### src/rtl/mode_ctrl_if.sv
// Button, player-handshake and display signals of the piano mode sequencer.
// The master side drives buttons and song_done; the slave side is mode_ctrl.
interface mode_ctrl_if;
   logic       btn_up;
   logic       btn_down;
   logic       btn_confirm;
   logic       btn_back;
   logic       song_done;
   logic [2:0] state;
   logic [2:0] cursor;
   logic [1:0] song;
   logic       running;
   logic       play_start;
   logic       play_abort;
   logic [1:0] tempo;

   modport master (
      output btn_up, btn_down, btn_confirm, btn_back, song_done,
      input  state, cursor, song, running, play_start, play_abort, tempo
   );

   modport slave (
      input  btn_up, btn_down, btn_confirm, btn_back, song_done,
      output state, cursor, song, running, play_start, play_abort, tempo
   );
endinterface

### src/rtl/mode_ctrl.sv
// Piano mode sequencer: debounces four buttons and runs the menu/song/tempo FSM.
// Optional idle return-to-menu is built when MODE_CTRL_IDLE_TIMEOUT_EN is defined.
module mode_ctrl #(
   parameter int DEBOUNCE_CYCLES = 2000000,
   parameter int NUM_SONGS       = 2
`ifdef MODE_CTRL_IDLE_TIMEOUT_EN
   ,
   parameter int TIMEOUT_CYCLES  = 1000000000
`endif
) (
   input logic        clk,
   input logic        rst_n,
   mode_ctrl_if.slave bus
);

   typedef enum logic [2:0] {
      MENU = 3'd0,
      FREE = 3'd1,
      AUTO = 3'd2,
      STDY = 3'd3,
      PLAY = 3'd4,
      SET  = 3'd5
   } mode_e;

   localparam int             CntW     = (DEBOUNCE_CYCLES > 1) ? $clog2(DEBOUNCE_CYCLES) : 1;
   localparam logic [CntW-1:0] CntLast = CntW'(DEBOUNCE_CYCLES - 1);
   localparam logic [1:0]     SongLast = 2'(NUM_SONGS - 1);

   // Bit order everywhere in the input path: [0]=up [1]=down [2]=confirm [3]=back.
   logic [3:0]            raw;
   logic [3:0]            sync1_q;
   logic [3:0]            sync2_q;
   logic [3:0][CntW-1:0]  cnt_q;
   logic [3:0]            deb_q;
   logic [3:0]            debPrev_q;
   logic [3:0]            press_q;

   logic upEv;
   logic downEv;
   logic confirmEv;
   logic backEv;
   logic effRunning;

   mode_e      state_q, state_d;
   logic [2:0] cursor_q, cursor_d;
   logic [1:0] song_q, song_d;
   logic       running_q, running_d;
   logic       playStart_q, playStart_d;
   logic       playAbort_q, playAbort_d;
   logic [1:0] tempo_q, tempo_d;

   assign raw = {bus.btn_back, bus.btn_confirm, bus.btn_down, bus.btn_up};

   // Synchronise, debounce and edge-detect each button; a level is accepted only
   // after it has differed from the debounced level for DEBOUNCE_CYCLES cycles in a row.
   always_ff @(posedge clk or negedge rst_n) begin
      if (!rst_n) begin
         sync1_q   <= '0;
         sync2_q   <= '0;
         cnt_q     <= '0;
         deb_q     <= '0;
         debPrev_q <= '0;
         press_q   <= '0;
      end else begin
         sync1_q   <= raw;
         sync2_q   <= sync1_q;
         debPrev_q <= deb_q;
         press_q   <= deb_q & ~debPrev_q;
         for (int i = 0; i < 4; i++) begin
            if (sync2_q[i] == deb_q[i]) begin
               cnt_q[i] <= '0;
            end else if (cnt_q[i] == CntLast) begin
               cnt_q[i] <= '0;
               deb_q[i] <= sync2_q[i];
            end else begin
               cnt_q[i] <= cnt_q[i] + 1'b1;
            end
         end
      end
   end

   assign backEv    = press_q[3];
   assign confirmEv = press_q[2] & ~press_q[3];
   assign upEv      = press_q[0] & ~press_q[2] & ~press_q[3];
   assign downEv    = press_q[1] & ~press_q[0] & ~press_q[2] & ~press_q[3];

`ifdef MODE_CTRL_IDLE_TIMEOUT_EN
   localparam logic [31:0] TimeoutLast = 32'(TIMEOUT_CYCLES - 1);
   logic [31:0] idleCnt_q, idleCnt_d;
   logic        anyEv;
   assign anyEv = |press_q;
`endif

   // Mode FSM: a finishing song counts as already stopped, so a back arriving
   // in the same cycle is handled as the idle back and leaves the mode.
   always_comb begin
      state_d     = state_q;
      cursor_d    = cursor_q;
      song_d      = song_q;
      running_d   = running_q;
      tempo_d     = tempo_q;
      playStart_d = 1'b0;
      playAbort_d = 1'b0;
      effRunning  = running_q & ~bus.song_done;

      if (running_q && bus.song_done) begin
         running_d = 1'b0;
      end

      case (state_q)
         MENU: begin
            if (backEv) begin
               state_d = MENU;
            end else if (confirmEv) begin
               state_d = mode_e'(cursor_q);
            end else if (upEv) begin
               cursor_d = (cursor_q == 3'd5) ? 3'd1 : cursor_q + 3'd1;
            end else if (downEv) begin
               cursor_d = (cursor_q == 3'd1) ? 3'd5 : cursor_q - 3'd1;
            end
         end
         FREE, SET: begin
            if (backEv) begin
               state_d = MENU;
            end else if (state_q == SET) begin
               if (upEv && tempo_q != 2'd3) begin
                  tempo_d = tempo_q + 2'd1;
               end else if (downEv && tempo_q != 2'd0) begin
                  tempo_d = tempo_q - 2'd1;
               end
            end
         end
         AUTO, STDY, PLAY: begin
            if (effRunning) begin
               if (backEv) begin
                  playAbort_d = 1'b1;
                  running_d   = 1'b0;
               end
            end else if (backEv) begin
               state_d = MENU;
            end else if (confirmEv) begin
               playStart_d = 1'b1;
               running_d   = 1'b1;
            end else if (upEv) begin
               song_d = (song_q == SongLast) ? 2'd0 : song_q + 2'd1;
            end else if (downEv) begin
               song_d = (song_q == 2'd0) ? SongLast : song_q - 2'd1;
            end
         end
         default: begin
            state_d = MENU;
         end
      endcase

`ifdef MODE_CTRL_IDLE_TIMEOUT_EN
      if (idleCnt_q == TimeoutLast && !anyEv && !running_q && state_q != MENU) begin
         state_d  = MENU;
         cursor_d = state_q;
      end
`endif
   end

`ifdef MODE_CTRL_IDLE_TIMEOUT_EN
   // Idle counter only runs while a mode is open and nothing is playing.
   always_comb begin
      idleCnt_d = idleCnt_q + 32'd1;
      if (anyEv || state_d != state_q || running_q || state_q == MENU) begin
         idleCnt_d = '0;
      end
   end

   always_ff @(posedge clk or negedge rst_n) begin
      if (!rst_n) begin
         idleCnt_q <= '0;
      end else begin
         idleCnt_q <= idleCnt_d;
      end
   end
`endif

   // All visible outputs are registered so the display and player see clean levels.
   always_ff @(posedge clk or negedge rst_n) begin
      if (!rst_n) begin
         state_q     <= MENU;
         cursor_q    <= 3'd1;
         song_q      <= 2'd0;
         running_q   <= 1'b0;
         playStart_q <= 1'b0;
         playAbort_q <= 1'b0;
         tempo_q     <= 2'd1;
      end else begin
         state_q     <= state_d;
         cursor_q    <= cursor_d;
         song_q      <= song_d;
         running_q   <= running_d;
         playStart_q <= playStart_d;
         playAbort_q <= playAbort_d;
         tempo_q     <= tempo_d;
      end
   end

   assign bus.state      = state_q;
   assign bus.cursor     = cursor_q;
   assign bus.song       = song_q;
   assign bus.running    = running_q;
   assign bus.play_start = playStart_q;
   assign bus.play_abort = playAbort_q;
   assign bus.tempo      = tempo_q;

endmodule

### src/flat_wrapper.sv
// flat-port wrapper written by rule: the top's interface ports become plain ports
module mode_ctrl_flat 
#(
   parameter int DEBOUNCE_CYCLES = 2000000,
   parameter int NUM_SONGS       = 2

)
  (clk, rst_n, bus_btn_up, bus_btn_down, bus_btn_confirm, bus_btn_back, bus_song_done, bus_state, bus_cursor, bus_song, bus_running, bus_play_start, bus_play_abort, bus_tempo);
  mode_ctrl_if bus_i ();
  input logic clk;
  input logic rst_n;
  input wire logic [$bits(bus_i.btn_up)-1:0] bus_btn_up;
  input wire logic [$bits(bus_i.btn_down)-1:0] bus_btn_down;
  input wire logic [$bits(bus_i.btn_confirm)-1:0] bus_btn_confirm;
  input wire logic [$bits(bus_i.btn_back)-1:0] bus_btn_back;
  input wire logic [$bits(bus_i.song_done)-1:0] bus_song_done;
  output wire logic [$bits(bus_i.state)-1:0] bus_state;
  output wire logic [$bits(bus_i.cursor)-1:0] bus_cursor;
  output wire logic [$bits(bus_i.song)-1:0] bus_song;
  output wire logic [$bits(bus_i.running)-1:0] bus_running;
  output wire logic [$bits(bus_i.play_start)-1:0] bus_play_start;
  output wire logic [$bits(bus_i.play_abort)-1:0] bus_play_abort;
  output wire logic [$bits(bus_i.tempo)-1:0] bus_tempo;
  assign bus_i.btn_up = bus_btn_up;
  assign bus_i.btn_down = bus_btn_down;
  assign bus_i.btn_confirm = bus_btn_confirm;
  assign bus_i.btn_back = bus_btn_back;
  assign bus_i.song_done = bus_song_done;
  assign bus_state = bus_i.state;
  assign bus_cursor = bus_i.cursor;
  assign bus_song = bus_i.song;
  assign bus_running = bus_i.running;
  assign bus_play_start = bus_i.play_start;
  assign bus_play_abort = bus_i.play_abort;
  assign bus_tempo = bus_i.tempo;
  mode_ctrl #(.DEBOUNCE_CYCLES(DEBOUNCE_CYCLES), .NUM_SONGS(NUM_SONGS)) u_core (.clk(clk), .rst_n(rst_n), .bus(bus_i));
endmodule
### config.mk
export PLATFORM = sky130hd
export DESIGN_NAME = mode_ctrl_flat
export DESIGN_NICKNAME = d
export VERILOG_FILES = /design/src/rtl/mode_ctrl_if.sv /design/src/rtl/mode_ctrl.sv /design/src/flat_wrapper.sv
export SDC_FILE = /design/constraint.sdc
export NUM_CORES = 1
export LEC_CHECK = 0
export CAP_MARGIN = 20
export CORE_UTILIZATION = 40
export CTS_CLUSTER_DIAMETER = 120
export CTS_CLUSTER_SIZE = 20
export DETAILED_ROUTE_END_ITERATION = 6
export PLACE_DENSITY = 0.56
export SYNTH_ARGS = -nofsm -noshare
export SYNTH_HDL_FRONTEND = slang
export SYNTH_SLANG_ARGS = --single-unit
export TNS_END_PERCENT = 50
### constraint.sdc
create_clock -name clk -period 2.1 [get_ports clk]
set_clock_uncertainty 0.2 [all_clocks]
set_input_delay 0.42 -clock clk [delete_from_list [all_inputs] [get_ports clk]]
set_output_delay 0.42 -clock clk [all_outputs]
set_load 0.1 [all_outputs]
Word level (Yosys, flattened, before mapping)
Index checks and enable logic that the tools add are counted.
- bits in registers: 117
- input port bits: 7
- output and inout bits: 13
- $add $sub $neg: 10
- eq/ne operators: 19
- mux-type cells: 36
- bitwise logic cells: 19
- reduce and logical (&&, ||, !) cells: 18
- operators by type and width (cell ; count):
    2-to-1 mux 21 bit ; 8
    adder 21 x 1 -> 21 bit (second input constant) ; 4
    == test 21 bit (second input constant) ; 4
    2-to-1 mux 3 bit ; 8
    2-to-1 mux 1 bit ; 13
    2-to-1 mux 2 bit ; 6
    inverter 1 bit ; 10
    AND reduction 2 bit ; 5
    == test 3 bit (second input constant) ; 3
    one-hot mux 3 bit (3 select lines) ; 1
    AND reduction 4 bit ; 2
    AND 1 bit ; 7
    == test 3 x 1 -> 1 bit (second input constant) ; 2
    == test 3 x 2 -> 1 bit (second input constant) ; 2
    nonzero test 2 bit ; 3
    AND reduction 5 bit ; 1
    adder 2 x 1 -> 2 bit (second input constant) ; 2
    AND 4 bit ; 1
    == test 1 bit ; 4
    inequality test 2 bit (second input constant) ; 2
    inverter 4 bit ; 1
    subtractor 2 x 1 -> 2 bit (second input constant) ; 2
    adder 3 x 1 -> 3 bit (second input constant) ; 1
    logical AND 1 bit ; 3
    other kinds (7) ; 7

Logic depth before layout (Yosys ltp)
Gate-level depths: netlist (run 1).
- depth after elaboration: 7
- depth in mapped cells: 6

Worst setup path after synthesis (run 1)
OpenSTA, ideal clock, no wires.
- kind: reg2reg
- from: reg u_core.state_q[2] (netlist: u_core.bus.state[2])
- to: reg u_core.cursor_q[2] (netlist: u_core.bus.cursor[2])
- library setup time: 123 ps
- arrival time: 1967 ps
- slack: -189 ps
- stages on the path, launching flop included: 6
- path through: dfrtp_1 clkbuf_1 or3_1 nor3_2 a31oi_1 o221a_2
- word-level cells in the longest chain between the ends: 2
- ends and longest elaborated chain (what ; line ; RTL):
    from (decl) ; mode_ctrl.sv:44 ; mode_e state_q, state_d;
    from (signal assigned) ; mode_ctrl.sv:192 ; state_q <= state_d;
    logical NOT 3 bit ; mode_ctrl.sv:110 ; case (state_q)
    AND reduction 4 bit (no source line) ; n/a ;
    to (signal assigned) ; mode_ctrl.sv:193 ; cursor_q <= cursor_d;
    to (decl) ; mode_ctrl.sv:45 ; logic [2:0] cursor_q, cursor_d;
No other way between the ends.
A chain may end at the register's enable or synchronous reset.

Final worst setup path (run 1)
- from: reg u_core.cnt_q[13] (netlist bit)
- to: reg u_core.cnt_q[7] (netlist bit)
- word-level cells in the longest chain between the ends: 3
- ends and longest elaborated chain (what ; line ; RTL):
    from (decl) ; mode_ctrl.sv:33 ; logic [3:0][CntW-1:0] cnt_q;
    from (signal, indexed assignment) ; mode_ctrl.sv:76 ; cnt_q[i] <= cnt_q[i] + 1'b1;
    == test 21 bit ; mode_ctrl.sv:72 ; end else if (cnt_q[i] == CntLast) begin
    2-to-1 mux 21 bit ; mode_ctrl.sv:72 ;
    2-to-1 mux 21 bit ; mode_ctrl.sv:70 ; if (sync2_q[i] == deb_q[i]) begin
No other way between the ends.

==> flow_summary.yaml, run 1 <==
drt:
  vias_per_cell: 5.36
  drtPass1Iterations: 4
  avgRoutedWirePerCell_um: 13.9
  vias: 4189
  wl_um: 10900
  ant_nets: 0
  drc: 0
  drt_iter0_markers: 304
clock_network:
  clk_latency_ns: 0.41
  htree_levels: 4
  clkSinkCount: 117
  cts_root_buf: "clkbuf_16"
  cts_tree: "done"
  clk_pin_slew_ns: 0.05
  clock_path_buffers: 2
  numCtsBuffers: 17
final_layout:
  fin_nets: 608
  instances_no_fill: 782
  utilization_pct: 50.3
  fillers: 1261
  insertedDiodeCount: 0
  drive_above_1_share_pct: 14.4
  areaGrowthSynthToFinish_pct: 20.9
  fin_area_mm2: 0.00676
  layout_common_cells: "dfrtp_1, nor2_1, xor2_1"
  final_common_cell: "dfrtp_1"
setup_path:
  critical-path-max-stage-delay_ns: 0.47
  start_kind: "flop"
  crit_path_start: "u_core.cnt_q[13]$_DFF_PN0_"
  r2r_start: "u_core.cnt_q[13]$_DFF_PN0_"
  crit_required_ns: 2.19
  critical-path-slowest-cell: "nor4b_1"
  crit_arrival_ns: 2.06
  critPathCaptureType: "flop"
  rrSetupSlack_ns: 0.13
  crit_chain: "nor4b_1, nand3_1, o21bai_2, buf_4, nor2_1"
  endpoint: "u_core.cnt_q[7]$_DFF_PN0_"
  crit_cells: 5
  crit_type: "reg -> reg"
  r2r-end: "u_core.cnt_q[7]$_DFF_PN0_"
  path_buf_inv: 1
  crit_family: "simple AND/OR/NAND/NOR gates"
  cp_max_fo: 9
  r2r_cells: 5
floorplanning:
  die_area_mm2: 0.0145
  coreArea_mm2: 0.0135
  start_util_pct: 41.6
  die_w_um: 120
  die_y_um: 120
  rows: 42
  io_pins: 20
global_route:
  grt_antenna_before_repair: 0
  grt_start_max_net_pins: 47
  grt_overflow_total: 0
  grt_pass1_wl_um: 19500
  track_usage_pct: 16.9
  grt_pass1_vias: 4212
synth:
  synth_area_leaders: "dfrtp_1, xor2_1, nor2_1"
  synth_fa_ha_area_share_pct: 1.79
  avgSynthCellArea_um2: 10.2
  synth_edf_count: 0
  yosysWarnings: 0
  yosys.area.top_type_share_pct: 51.5
  synth_fp_nets: 563
  async_flop_share_pct: 100
  muxShareOfSynthArea_pct: 1.19
  synth_compound_gate_area_share_pct: 10.3
  ys_ff_latch: 117
  synth_top_family_by_area: "simple AND/OR/NAND/NOR gates"
  synthXorXnorAreaFrac_pct: 7.83
  seq_area_frac_synth_pct: 52.4
  synth-simple-area-share_pct: 24.0
  syn_area_mm2: 0.00559
  ys.flop_type: "dfrtp_1"
  synth_top_area_cell: "dfrtp_1"
  yosys.cell_types.count: 50
  synth_cells: 548
pwr:
  power.density_mw_per_mm2: 747
  vdd.ir_drop.worst_uv: 555
  leakagePower_nw: 2.86
timing:
  relSlewSlack_pct: 67.3
  setup_violations: 0
  setup_tns_ns: 0
  setup_slack_ns: 0.132
  worstMarginPinSlew_ns: 0.484
  period_needed_ns: 1.97
  rsz0062_at_grt: "no"
  final_hold_viol_count: 0
  timing.final.crit_share_pct: 93.7
  max_freq_mhz: 508
  slew_viol_final: 0
run:
  cap_viol_max_count: 0
worst_hold_path:
  holdCritPathClass: "reg -> reg"
place:
  io_buffers: 19
  dp.cells: 748
  place.gp.congestion: 0.779
  place_ws_ns: 0.103
  post_dp_cell_area_mm2: 0.00620
  hpwlAfterDp_um: 7570
run_status:
  status: "complete, no violations"
-- flip-flops by register name, indices dropped and copies added (netlist names) --
| name | count |
|---|---|
| u_core.cnt_q | 84 |
| u_core.debPrev_q | 4 |
| u_core.deb_q | 4 |
| u_core.press_q | 4 |
| u_core.sync1_q | 4 |
| u_core.sync2_q | 4 |
| u_core.bus.cursor | 3 |
| u_core.bus.state | 3 |
| u_core.bus.song | 2 |
| u_core.bus.tempo | 2 |
| u_core.bus.play_abort | 1 |
| u_core.bus.play_start | 1 |
| u_core.bus.running | 1 |
-- metal layers --
layer  vias to the layer above  wire, um  global-route usage [%]  part of all wire [%]
li1                       2051         -                       -                     -
met3                        11       385                    4.86                   3.5
met2                        71      5100                    26.5                    47
met5                         -         0                       0                     0
met1                      2056      5270                    22.3                    48
met4                         0       127                    5.94                   1.2
-- through the flow --
| stage | hold WS, ns | total power [mW] |
|---|---|---|
| after floorplan | -0.0756 | 2.41 |
| after global placement | 0.134 | 2.51 |
| after detailed placement | 0.135 | 2.51 |
| after CTS | 0.147 | 5.13 |
| after global routing | 0.167 | 5.25 |
| final | 0.147 | 5.05 |
-- timing repair --
item | in CTS | in global routing
setup endpoints to repair | 0 | 4
hold buffers | 1 | 0
buffers inserted | 0 | 1
hold endpoints to repair | 22 | 0
gates resized for setup | 0 | 1
-- layout make-up --
cell class	count	area, um2	area share [%]
clock buffer	21	460	6.81
clock inverter	11	78.8	1.17
inverter	15	56.3	0.833
multi-input combinational	401	2520	37.3
sequential	117	2940	43.4
tap	176	220	3.26
timing repair buffer	41	485	7.18
-- logic make-up after synthesis --
family	count (synthesis)
AOI/OAI and AO/OA	90
xor gates and xnor gates	50
adders and majority gates	8
buffers and inverters	30
DFF	117
muxes	6
and+or+nand+nor	247
-- Yosys cell counts, drive strengths merged, types with 8 or more instances --
cell type,n
and3,10
clkbuf,8
nand3,30
a21oi,36
ha,8
and2,10
nand2,34
o31ai,9
o21ai,31
nand4,26
or3,27
xnor2,13
xor2,37
dfrtp,115
and4,9
nor2,62
inv,15
-- worst min path at each step --
stage	from	to	slack (ns)	cells after the start
after CTS	u_core.sync1_q[1]$_DFF_PN0_	u_core.sync2_q[1]$_DFF_PN0_	0.15	0
after floorplan	rst_n	u_core.bus.cursor[1]$_DFFE_PN0P_	-0.08	0
after global routing	u_core.sync1_q[0]$_DFF_PN0_	u_core.sync2_q[0]$_DFF_PN0_	0.17	0
after global placement	u_core.sync1_q[0]$_DFF_PN0_	u_core.sync2_q[0]$_DFF_PN0_	0.13	0
after detailed placement	u_core.sync1_q[1]$_DFF_PN0_	u_core.sync2_q[1]$_DFF_PN0_	0.13	0
final	u_core.sync1_q[1]$_DFF_PN0_	u_core.sync2_q[1]$_DFF_PN0_	0.15	0
-- report_power, final --
part           total (mW)  internal [mW]  switching [mW]
sequential           2.30           2.28          0.0192
clock                2.58           1.57            1.01
combinational       0.166         0.0594           0.106
-- worst reg2reg max path, cell delays in order (launching register included) --
cell,delay [ns]
dfrtp_1,0.42
nor4b_1,0.47
nand3_1,0.18
o21bai_2,0.30
buf_4,0.22
nor2_1,0.07
Note: power is estimated with default switching activity, not from simulation.
==> inputs of run 2 (changes only) <==
SLEW_MARGIN = 20   (was default)
TNS_END_PERCENT = 30   (was 50)
==> results of run 2 <==
Same layout as run 1: the final DEF is identical, and so are final timing and power.
